### src/rtl/pokey_key_scan.sv
// pokey_key_scan
// Keyboard-scan sequencer for the POKEY controller path. Walks a 6-bit scan
// counter through all 64 key codes at one step per LINE_DIV o2 cycles, samples
// the synchronized key return line once per step, and runs a four-state
// compare-latch debouncer that confirms presses and releases.
//
// Parameters:
//   LINE_DIV    o2 cycles per scan step, legal range 4..1023
// Ports:
//   o2          in   phase-2 system clock, rising edge
//   rst_L       in   asynchronous active-low reset
//   scan_en     in   1 = scanning runs, 0 = divider/counter/FSM hold
//   kr1_L       in   key return, low = addressed key closed (async)
//   kr2_L       in   shift/side-button return, low = active (async)
//   key_scan_L  out  active-low scan code (inverse of scan counter)
//   keycode     out  last confirmed key code
//   shift       out  inverted kr2_L, latched with keycode
//   key_depr    out  1 while a confirmed key is held
//   key_irq     out  one-cycle pulse per new confirmed press

module pokey_key_scan #(
   parameter int LINE_DIV = 114
) (
   input  logic       o2,
   input  logic       rst_L,
   input  logic       scan_en,
   input  logic       kr1_L,
   input  logic       kr2_L,
   output logic [5:0] key_scan_L,
   output logic [5:0] keycode,
   output logic       shift,
   output logic       key_depr,
   output logic       key_irq
);

   localparam int              DIV_W    = 10;
   localparam logic [DIV_W-1:0] DIV_LAST = DIV_W'(LINE_DIV - 1);

   typedef enum logic [1:0] {
      ST_WAIT,
      ST_DEBOUNCE,
      ST_HELD,
      ST_RELEASE
   } state_t;

   logic             kr1_meta_q, kr1_sync_q;
   logic             kr2_meta_q, kr2_sync_q;
   logic [DIV_W-1:0] div_q, div_d;
   logic [5:0]       ctr_q, ctr_d;
   logic [5:0]       cmp_q, cmp_d;
   state_t           state_q, state_d;
   logic [5:0]       keycode_q, keycode_d;
   logic             shift_q, shift_d;
   logic             key_depr_q, key_depr_d;
   logic             key_irq_q, key_irq_d;

   logic             sample;
   logic             hit;
   logic             key_closed;

   // Two-flop synchronizers for the asynchronous return lines. They idle
   // high (key open) out of reset and run regardless of scan_en.
   always_ff @(posedge o2 or negedge rst_L) begin
      if (!rst_L) begin
         kr1_meta_q <= 1'b1;
         kr1_sync_q <= 1'b1;
         kr2_meta_q <= 1'b1;
         kr2_sync_q <= 1'b1;
      end else begin
         kr1_meta_q <= kr1_L;
         kr1_sync_q <= kr1_meta_q;
         kr2_meta_q <= kr2_L;
         kr2_sync_q <= kr2_meta_q;
      end
   end

   // A sample point is the last divider cycle of a scan step. The FSM only
   // ever looks at the key line there, so the return path has most of the
   // step to settle after key_scan_L moves. "hit" narrows that further to the
   // step whose code matches the latched candidate key.
   assign sample     = scan_en && (div_q == DIV_LAST);
   assign hit        = sample && (ctr_q == cmp_q);
   assign key_closed = ~kr1_sync_q;

   // Divider, scan counter and debouncer next-state logic. Everything except
   // the IRQ pulse holds by default, which is what freezes the block while
   // scan_en is low; the IRQ defaults to 0 so an asserted pulse always ends
   // after one cycle even if scanning stops underneath it.
   always_comb begin
      div_d      = div_q;
      ctr_d      = ctr_q;
      cmp_d      = cmp_q;
      state_d    = state_q;
      keycode_d  = keycode_q;
      shift_d    = shift_q;
      key_depr_d = key_depr_q;
      key_irq_d  = 1'b0;

      if (scan_en) begin
         div_d = sample ? '0 : div_q + DIV_W'(1);
      end
      if (sample) begin
         ctr_d = ctr_q + 6'd1;
      end

      case (state_q)
         ST_WAIT: begin
            if (sample && key_closed) begin
               cmp_d   = ctr_q;
               state_d = ST_DEBOUNCE;
            end
         end
         // Second closed sample of the same code one full scan later
         // confirms the press; an open one was a glitch.
         ST_DEBOUNCE: begin
            if (hit) begin
               if (key_closed) begin
                  keycode_d  = cmp_q;
                  shift_d    = ~kr2_sync_q;
                  key_depr_d = 1'b1;
                  key_irq_d  = 1'b1;
                  state_d    = ST_HELD;
               end else begin
                  state_d = ST_WAIT;
               end
            end
         end
         ST_HELD: begin
            if (hit && !key_closed) begin
               state_d = ST_RELEASE;
            end
         end
         // A release needs two consecutive open samples; a closed one in
         // between is contact bounce and quietly returns to HELD.
         ST_RELEASE: begin
            if (hit) begin
               if (key_closed) begin
                  state_d = ST_HELD;
               end else begin
                  key_depr_d = 1'b0;
                  state_d    = ST_WAIT;
               end
            end
         end
         default: begin
            state_d = ST_WAIT;
         end
      endcase
   end

   // State register for divider, counter, debouncer and latched outputs.
   always_ff @(posedge o2 or negedge rst_L) begin
      if (!rst_L) begin
         div_q      <= '0;
         ctr_q      <= '0;
         cmp_q      <= '0;
         state_q    <= ST_WAIT;
         keycode_q  <= '0;
         shift_q    <= 1'b0;
         key_depr_q <= 1'b0;
         key_irq_q  <= 1'b0;
      end else begin
         div_q      <= div_d;
         ctr_q      <= ctr_d;
         cmp_q      <= cmp_d;
         state_q    <= state_d;
         keycode_q  <= keycode_d;
         shift_q    <= shift_d;
         key_depr_q <= key_depr_d;
         key_irq_q  <= key_irq_d;
      end
   end

   assign key_scan_L = ~ctr_q;
   assign keycode    = keycode_q;
   assign shift      = shift_q;
   assign key_depr   = key_depr_q;
   assign key_irq    = key_irq_q;

endmodule
### config.mk
export PLATFORM = sky130hd
export DESIGN_NAME = pokey_key_scan
export DESIGN_NICKNAME = d
export VERILOG_FILES = /design/src/rtl/pokey_key_scan.sv
export SDC_FILE = /design/constraint.sdc
export NUM_CORES = 1
export LEC_CHECK = 0
export ABC_AREA = 1
export CAP_MARGIN = 20
export CORE_ASPECT_RATIO = 1.2
export CORE_MARGIN = 1
export CORE_UTILIZATION = 55
export DETAILED_ROUTE_END_ITERATION = 10
export PLACE_DENSITY = 0.87
export SYNTH_ARGS = -nofsm -noshare
export SYNTH_HDL_FRONTEND = slang
export SYNTH_SLANG_ARGS = --single-unit
### constraint.sdc
create_clock -name o2 -period 2.2 [get_ports o2]
set_clock_uncertainty 0.1 [all_clocks]
set_input_delay 0.44 -clock o2 [delete_from_list [all_inputs] [get_ports o2]]
set_output_delay 0.44 -clock o2 [all_outputs]
set_load 0.05 [all_outputs]
==> impl_metrics.yaml <==
power:
  p_comb_frac: 0.231
  p_switching_mw: 0.616
  leakage_nw: 1.09
  pwr-share-clk: 0.279
  power_mw: 1.81
  seq_power_share: 0.490
  p_int_mw: 1.19
  p_per_area_nw_per_um2: 848
  p_sw_frac: 0.341
  peakVddDrop_mv: 0.864
cells_and_area:
  syn_to_final_growth_pct: 17.9
  n_antenna_cell: 0
  final_cells: 270
  layout.nets: 241
  drive_gt1_frac: 0.179
  final_util: 0.691
  final_cell_area_sq_um: 2130
setup_path:
  cp-end-kind: "primary output"
  critPathKind: "reg2out"
  max_stage_delay_ps: 810
  crit_path_cell_trace: "clkdlybuf4s50_1"
  cp-start-kind: "flop"
  crit_family: "buffers and inverters"
  crit_required_ps: 1660
  crit_slowest_cell: "clkdlybuf4s50_1"
  critPathMaxFanout: 2
  arrival_ps: 1550
  critPathBufInv: 1
synth:
  ys_types: 28
  ys_top_cells_by_area: "dfrtp_1 (46%), nand2_1 (11%), inv_1 (6.2%)"
  yosysTopAreaCellShare: 0.457
  synth_edf_count: 0
  syn_area_per_cell_sq_um: 8.81
  synth_fp_nets: 213
  synth_top_area_cell: "dfrtp_1"
  synth_cells: 205
  synth_area_sq_um: 1810
  seq_area_frac_synth: 0.515
  synthArstFlopShare: 1.00
  synth-main-ff-cell: "dfrtp_1"
  yosysMostFrequentCell: "nand2_1"
  synth_seq_cells: 37
  synth_common_cells: "nand2_1 (54), dfrtp_1 (33), inv_1 (30)"
  synth_warnings: 0
grt:
  grt_overflow: 0
  grt_pass1_wl_um: 5400
  grt_usage: 0.217
  antenna_found_initial: 0
  grt_max_degree: 38
  grt_pass1_vias: 1274
clocking:
  htreeDepth: 2
  clkSinkCount: 37
  cts_tree: "yes"
  cts.clk_slew.worst_paths_ps: 120
  clockBufferDepth: 2
  postCtsSetupRepairBufs: 0
  clockRootBuffer: "clkbuf_4"
  cts_made_buffers: 5
  insertion_delay_ps: 350
place:
  dp.cells: 262
  portBuffers: 19
  place_area_sq_um: 2040
  globalplace.congestion: 0.837
  hpwl_um: 2330
  place_ws_ps: 107
die:
  placementRows: 22
  initial_utilization: 0.586
  die_h_um: 64.8
  coreArea_sq_um: 3080
  io_pins: 20
  dieArea_sq_um: 3520
  die_x_um: 54.3
timing:
  finalHoldViolCount: 0
  setup_tns_ps: 0
  setup_slack_ps: 106
  rsz0062_at_grt: "false"
  fmax_mhz: 478
  max-slew-margin-rel: 0.670
  setup_viol: 0
  drv_slew: 0
  fin_crit_sh: 0.952
  whs_ps: 262
  tightest_slew_ps: 494
  fin_crit_ps: 2090
route:
  first_iter_violations: 42
  ant_nets: 0
  drt-wirelength-per-cell_um: 11.8
  first_pass_iters: 5
  wl_um: 3180
  route.detailed.drc: 0
  vias: 1367
  vias_per_cell: 5.06
flow_run:
  maxCapViolations: 0
hold_path:
  hold_path.class: "reg2reg"
run_status:
  outcome: "completed"
[routing by layer]
metal,GRT usage,vias up,routed length [um]
li1,-,696,-
met1,0.280,641,1440
met2,0.329,21,1570
met3,0.0728,9,99
met4,0.0865,0,63
met5,0,-,0
[final cells by class]
cell class              count  area [sq um]
multi-input cells         133           736
repair buffers             23           206
inverters                  33           124
clock buffers               6          51.3
flip-flops and latches     37           931
well taps                  36          45.0
clock inverters             2          37.5
fillers                   246           952
[final timing paths]
check / startpoint / end / slack, ps / cells past startpoint
setup / recovery: keycode[3] / keycode[3] / 110 / 1
hold / removal: kr1_meta_q / kr1_sync_q / 260 / 0
setup reg to reg: div_q[1] / keycode[1] / 520 / 9
hold reg to reg: kr1_meta_q / kr1_sync_q / 260 / 0
max in group asynchronous: rst_L / kr1_meta_q / 1270 / 2
min in group asynchronous: rst_L / keycode[3] / 390 / 2
[repair_timing]
action / 4_1_cts / 5_1_grt
hold buffers: 0 / 0
endpoints found under the setup margin: 1 / 0
gates resized for setup: 1 / 0
[power groups by stage]
stage	clock network, mW	registers (mW)	logic (mW)
after global routing	0.544	0.903	0.463
after CTS	0.520	0.886	0.422
after detailed placement	0	0.896	0.420
after floorplan	0	0.874	0.324
after global placement	0	0.895	0.409
final	0.504	0.887	0.417
[state kept, by name (all words and copies together), names as in the netlist, named ones only]
name        flops
cmp_q           6
ctr_q           6
div_q          10
key_depr        1
key_irq         1
keycode         6
kr1_meta_q      1
kr1_sync_q      1
kr2_meta_q      1
kr2_sync_q      1
shift           1
state_q         1
[cells by family (layout without fill, tap and decap cells)]
kind of cell | Yosys count | in the layout | synth area share
buf+inv | 35 | 64 | 0.0776
flops | 37 | 37 | 0.515
compound gates | 23 | 23 | 0.0796
simple gates | 99 | 99 | 0.268
xor+xnor | 8 | 8 | 0.0388
fa+ha+maj | 3 | 3 | 0.0208
[cells in the final DEF, fill, tap and decap left out, drive strengths merged]
cell type,synthesis,routed
a21oi,4,4
and3,1,1
buf,2,9
bufinv,0,1
clkbuf,0,6
clkdlybuf4s50,0,13
clkinvlp,0,1
dfrtp,33,33
dfstp,4,4
dlygate4sd2,0,1
ha,3,3
inv,33,33
nand2,56,56
nand3,7,7
nand4,5,5
nor2,22,22
nor3,7,7
nor3b,1,1
o21ai,18,18
o31ai,1,1
xnor2,1,1
xor2,7,7
Note: power is estimated with default switching activity, not from simulation.
